<file path="config.mk">
export PLATFORM = sky130hd
export DESIGN_NAME = pipe_regfile
export DESIGN_NICKNAME = d
export VERILOG_FILES = /design/src/rtl/pipe_regfile_pkg.sv /design/src/rtl/regfile_scoreboard.sv /design/src/rtl/pipe_regfile.sv
export SDC_FILE = /design/constraint.sdc
export NUM_CORES = 2
export LEC_CHECK = 0
export BUFFER_PORTS_ARGS = -buffer_cell sky130_fd_sc_hd__buf_4
export CORE_AREA = 5 5 445 338
export DETAILED_ROUTE_END_ITERATION = 8
export DIE_AREA = 0 0 450 343
export GPL_TIMING_DRIVEN = 0
export SYNTH_ARGS = -nofsm -noshare
export SYNTH_HDL_FRONTEND = slang
export SYNTH_HIERARCHICAL = 1
export SYNTH_SLANG_ARGS = --single-unit
</file>
<file path="constraint.sdc">
create_clock -name clk -period 89.3 [get_ports clk]
set_input_delay 13.395 -clock clk [delete_from_list [all_inputs] [get_ports clk]]
set_output_delay 13.395 -clock clk [all_outputs]
set_load 0.01 [all_outputs]
</file>
<file path="src/rtl/pipe_regfile_pkg.sv">
// Shared register-file widths and a helper for slicing packed multi-port buses.
// Decode and write-back import the same defaults so their widths always agree.
package pipe_regfile_pkg;

  localparam int DATA_W_DEF  = 32;
  localparam int ADDR_W_DEF  = 5;
  localparam int SLICE_MAX_W = 128;
  localparam int BUS_MAX_W   = 4 * SLICE_MAX_W;

  // Returns field idx of width w from a packed bus, zero-extended to SLICE_MAX_W.
  function automatic logic [SLICE_MAX_W-1:0] get_slice(
    input logic [BUS_MAX_W-1:0] bus,
    input int                   idx,
    input int                   w
  );
    logic [BUS_MAX_W-1:0]   shifted;
    logic [SLICE_MAX_W-1:0] res;
    res     = '0;
    shifted = bus >> (idx * w);
    for (int b = 0; b < SLICE_MAX_W; b++) begin
      if (b < w) res[b] = shifted[b];
    end
    return res;
  endfunction

endpackage

</file>
<file path="src/rtl/regfile_scoreboard.sv">
// Per-register busy scoreboard: set by issue, cleared by write-back, set wins on collision.
// rbusy is combinational and masked by a same-cycle write; any_busy reflects stored bits only.
module regfile_scoreboard
  import pipe_regfile_pkg::*;
#(
  parameter int ADDR_W   = ADDR_W_DEF,
  parameter int ZERO_REG = 1,
  parameter int NUM_RD   = 2
) (
  input  logic                     clk,
  input  logic                     rst,
  input  logic                     we,
  input  logic [ADDR_W-1:0]        waddr,
  input  logic                     set_busy,
  input  logic [ADDR_W-1:0]        set_addr,
  input  logic [NUM_RD*ADDR_W-1:0] raddr,
  output logic [NUM_RD-1:0]        rbusy,
  output logic                     any_busy
);

  localparam int NREG = 1 << ADDR_W;

  logic [NREG-1:0]   busy_q;
  logic [NREG-1:0]   busy_d;
  logic              clr_en;
  logic              set_en;
  logic [ADDR_W-1:0] rd_addr;

  always_comb begin
    clr_en = we & ~rst;
    set_en = set_busy & ~rst;
    if (ZERO_REG != 0) begin
      if (waddr == '0)    clr_en = 1'b0;
      if (set_addr == '0) set_en = 1'b0;
    end
    busy_d = busy_q;
    if (clr_en) busy_d[waddr] = 1'b0;
    // A newly issued producer supersedes the one retiring this cycle.
    if (set_en) busy_d[set_addr] = 1'b1;
  end

  always_ff @(posedge clk or posedge rst) begin
    if (rst) busy_q <= '0;
    else     busy_q <= busy_d;
  end

  always_comb begin
    rbusy   = '0;
    rd_addr = '0;
    for (int i = 0; i < NUM_RD; i++) begin
      rd_addr  = ADDR_W'(get_slice(BUS_MAX_W'(raddr), i, ADDR_W));
      rbusy[i] = busy_q[rd_addr] & ~(clr_en && (waddr == rd_addr));
      if ((ZERO_REG != 0) && (rd_addr == '0)) rbusy[i] = 1'b0;
    end
  end

  assign any_busy = |busy_q;

endmodule

</file>
<file path="src/rtl/pipe_regfile.sv">
// Parametrised register file with NUM_RD zero-latency read ports, write-back bypass and busy scoreboard.
// Writes and busy-sets land at the next rising edge; no backpressure, every write is accepted.
module pipe_regfile
  import pipe_regfile_pkg::*;
#(
  parameter int DATA_W   = DATA_W_DEF,
  parameter int ADDR_W   = ADDR_W_DEF,
  parameter int NUM_RD   = 2,
  parameter int ZERO_REG = 1
) (
  input  logic                     clk,
  input  logic                     rst,
  input  logic                     we,
  input  logic [ADDR_W-1:0]        waddr,
  input  logic [DATA_W-1:0]        wdata,
  input  logic [NUM_RD*ADDR_W-1:0] raddr,
  output logic [NUM_RD*DATA_W-1:0] rdata,
  output logic [NUM_RD-1:0]        rbusy,
  input  logic                     set_busy,
  input  logic [ADDR_W-1:0]        set_addr,
  output logic                     any_busy
);

  localparam int NREG = 1 << ADDR_W;

  logic [DATA_W-1:0] rf_q [NREG];
  logic [DATA_W-1:0] rf_d [NREG];
  logic              wr_en;
  logic [ADDR_W-1:0] rd_addr;

  always_comb begin
    wr_en = we & ~rst;
    if ((ZERO_REG != 0) && (waddr == '0)) wr_en = 1'b0;
    rf_d = rf_q;
    if (wr_en) rf_d[waddr] = wdata;
  end

  always_ff @(posedge clk or posedge rst) begin
    if (rst) rf_q <= '{default: '0};
    else     rf_q <= rf_d;
  end

  // Hard-wired zero first, then the in-flight write-back value, then storage.
  always_comb begin
    rdata   = '0;
    rd_addr = '0;
    for (int i = 0; i < NUM_RD; i++) begin
      rd_addr = ADDR_W'(get_slice(BUS_MAX_W'(raddr), i, ADDR_W));
      if ((ZERO_REG != 0) && (rd_addr == '0))
        rdata[i*DATA_W +: DATA_W] = '0;
      else if (wr_en && (waddr == rd_addr))
        rdata[i*DATA_W +: DATA_W] = wdata;
      else
        rdata[i*DATA_W +: DATA_W] = rf_q[rd_addr];
    end
  end

  regfile_scoreboard #(
    .ADDR_W   (ADDR_W),
    .ZERO_REG (ZERO_REG),
    .NUM_RD   (NUM_RD)
  ) u_scoreboard (
    .clk      (clk),
    .rst      (rst),
    .we       (we),
    .waddr    (waddr),
    .set_busy (set_busy),
    .set_addr (set_addr),
    .raddr    (raddr),
    .rbusy    (rbusy),
    .any_busy (any_busy)
  );

endmodule

</file>
==> results.py <==
metrics = {
    "run_status": {
        "status": "finished with violations",
        "violations": "DRC, capacitance limit, slew limit",
    },
    "finish": {
        "final_cells": 6421,
        "drive_gt1_frac": 0.4485,
        "mostFrequentLayoutCell": "mux2_2",
        "fin_util": 0.4464,
        "layout_common_cells": "1099 x mux2_2, 1056 x dfrtp_1, 359 x mux4_2",
        "finalNetCount": 4459,
        "syn2layout_area_growth_pct": 12.72,
    },
    "critical_path": {
        "cp.required_ns": 75.90,
        "cpPeakStageDelay_ns": 1.19,
        "worst-setup-path-type": "in2out",
        "cp_max_fo": 10,
        "critical_path_arrival_ns": 18.71,
        "cp_cell_sequence": "buf_2 > buf_4 > or2_2 > clkbuf_1 > clkbuf_1 > o22ai_1 > nor4_1 > nor3_1 > nor3_1 > buf_4",
        "startpoint_type": "primary input",
        "cpMaxStageDelayCell": "clkbuf_1",
        "cp-end-kind": "output port",
        "r2r-end": "rf_q[427]$_DFFE_PP0P_",
        "rrSetupSlack_ns": 88.46,
        "reg2reg_from": "rf_q[427]$_DFFE_PP0P_",
        "reg2reg_depth": 1,
    },
    "floorplan": {
        "std_cell_rows": 122,
        "fp.dieW_um": 450,
        "die_area_um2": 154400,
        "die_y_um": 343,
        "core-area_um2": 145900,
        "boundaryPins": 123,
        "start_util": 0.3960,
    },
    "grt": {
        "grt_max_degree": 127,
        "grt_first_pass_wirelength_um": 373300,
        "grt_usage": 0.3531,
        "grt-ovfl-total": 0,
        "grt_pass1_vias": 43400,
        "antenna_found_initial": 12,
    },
    "clocking": {
        "cts_tree": "built",
        "cts_buffer_depth": 3,
        "numCtsBuffers": 108,
        "cts.clk_slew.worst_paths_ns": 0.06,
        "clk_latency_ns": 0.74,
        "cts_hold_buf": 0,
        "h-tree-depth": 3,
        "cts.sinks": 1056,
        "cts.repair.resized": 0,
        "cts_root_buf": "clkbuf_16",
        "cts_setup_buffers": 0,
    },
    "logic_synthesis": {
        "synth_top_area_frac": 0.4573,
        "synth_top_family_by_area": "multiplexers",
        "synth_xor_xnor_area_share": 0.003031,
        "synth_top_area_cell": "dfrtp_1",
        "netlist_area_um2": 57790,
        "seq_area_frac_synth": 0.4573,
        "synth_cells": 4156,
        "async_flop_share": 1.000,
        "synth-compound-area-share": 0.05947,
        "syn_area_per_cell_um2": 13.91,
        "synth_cell_types": 76,
        "synthAdderAreaFrac": 0,
        "synth-edff-count": 0,
        "synth_nets": 4212,
        "ys_ff_latch": 1056,
        "synthMuxAreaShare": 0.4029,
        "synthFlopType": "dfrtp_1",
        "yosys.area_share.simple": 0.03609,
        "synth_area_leaders": "dfrtp_1 46%, mux2_2 21%, mux4_2 14%",
        "yosys_warnings": 6,
    },
    "place": {
        "hpwl_um": 188700,
        "io_buffers": 118,
        "dp.cells": 6211,
        "place.gp.congestion": 1.024,
    },
    "power": {
        "p_leak_nw": 29.15,
        "p_seq_frac": 0.441,
        "p_per_area_nw_per_um2": 20.52,
        "pwr-share-clk": 0.361,
        "switching_share": 0.3009,
        "internal_power_uw": 934.3,
        "vdd_drop_max_v": 0.00001486,
        "power_switching_uw": 402.2,
        "p_comb_frac": 0.197,
    },
    "sta": {
        "rsz0062_at_grt": "false",
        "relSlewSlack": -0.1146,
        "fin_crit_sh": 0.3595,
        "setup_violations": 0,
        "clock_skew_ns": 0,
        "tns_ns": 0,
        "fmax_mhz": 31.15,
        "drv_slew": 293,
        "finalHoldViolCount": 0,
        "worstMarginPinSlew_ns": 1.672,
        "period_minus_slack_ns": 32.10,
    },
    "drt": {
        "vias_per_cell": 7.013,
        "wire_per_inst_um": 43.41,
        "drc": 1,
        "wl_um": 278800,
        "vias": 45030,
        "first_pass_iters": 9,
        "initialDrtViolationCount": 7612,
        "ant_nets": 0,
    },
    "run": {
        "cap_violations": 29,
    },
    "worst_hold_path": {
        "hp-start": "rf_q[1014]$_DFFE_PP0P_",
        "hold_class": "reg2reg",
        "hold_depth": 1,
        "min_to": "rf_q[1014]$_DFFE_PP0P_",
    },
}
==> critical path: cells and delay by family <==
kind,cells,cell delay [ns]
buffers and inverters,5,3.01
AND/OR/NAND/NOR,4,2.10
AO/OA/AOI/OAI,1,0.16
==> final cells by class <==
cell class	count	area (um^2)
fillers	13330	80790
multi-input cells	2626	29000
flip-flops and latches	1056	26430
clock buffers	167	3247
well taps	1922	2405
plain buffers	465	2375
repair buffers	137	1264
clock inverters	28	355.3
inverters	9	41.29
diodes	11	27.53
==> cell families (layout without fill, tap and decap cells) <==
kind of cell / after synthesis / count (layout)
and+or+nand+nor: 410 / 410
muxes: 1736 / 1736
DFF: 1056 / 1056
xor gates and xnor gates: 20 / 20
AOI/OAI and AO/OA: 460 / 460
other: 0 / 11
buffers and inverters: 474 / 806
==> Yosys cell counts (4+ instances only) <==
master / count
a2111oi_0: 7
a211o_1: 5
a211oi_1: 34
a21o_1: 6
a21oi_1: 32
a221o_1: 14
a221oi_1: 23
a221oi_2: 9
a22o_1: 23
a22oi_1: 40
a311oi_1: 5
a31oi_1: 10
a32o_1: 32
buf_1: 72
buf_2: 132
buf_4: 20
buf_6: 36
clkbuf_1: 197
dfrtp_1: 1056
inv_1: 8
mux2_2: 1099
mux2i_1: 273
mux4_2: 359
nand2_1: 109
nand2b_1: 21
nand3_1: 14
nand3b_1: 14
nand4_1: 7
nor2_1: 90
nor2b_1: 12
nor3_1: 58
nor3b_1: 8
nor4_1: 38
o21a_1: 4
o21ai_0: 65
o221ai_1: 50
o22ai_1: 84
o31ai_1: 5
or2_2: 7
or3b_2: 4
xnor2_1: 12
xor2_1: 8
==> state kept, by name (all words and copies together), names as in the netlist <==
register and count:
rf_q 1024, u_scoreboard/busy_q 32
==> stage by stage <==
stage,hold slack [ns],cell area [um^2],worst slack [ns],power (mW)
after detailed placement,0.4644,61450,57.82,0.8477
after global routing,0.4942,65120,57.60,1.366
after floorplan,0.4307,57790,47.09,0.7498
after CTS,0.4799,65050,57.81,1.320
final,0.4700,65140,57.20,1.337
after global placement,0.4526,61080,34.16,0.8411
==> layer usage <==
layer / global-route usage / wire length, um
met5: 0.01685 / 437
met4: 0.1967 / 19660
met3: 0.1990 / 46710
met2: 0.4585 / 106800
met1: 0.4575 / 105100
==> power groups by stage <==
stage	Sequential, mW	Combinational, mW	Clock [mW]
floorplan	0.580	0.170	0
global placement	0.594	0.247	0
detailed placement	0.595	0.253	0
CTS	0.586	0.254	0.479
global route	0.596	0.272	0.498
finish	0.590	0.264	0.483
==> worst max-delay path by stage <==
stage                        endpoint  startpoint  depth (start not counted)
3_5_place_dp                rdata[46]    raddr[7]                         10
4_1_cts                     rdata[46]    raddr[7]                         10
2_1_floorplan     rf_q[0]$_DFFE_PP0P_         rst                          1
3_3_place_gp   rf_q[1014]$_DFFE_PP0P_         rst                          2
6_report                    rdata[46]    raddr[7]                         10
5_1_grt                     rdata[46]    raddr[7]                         10
(Power assumes the default switching activity.)
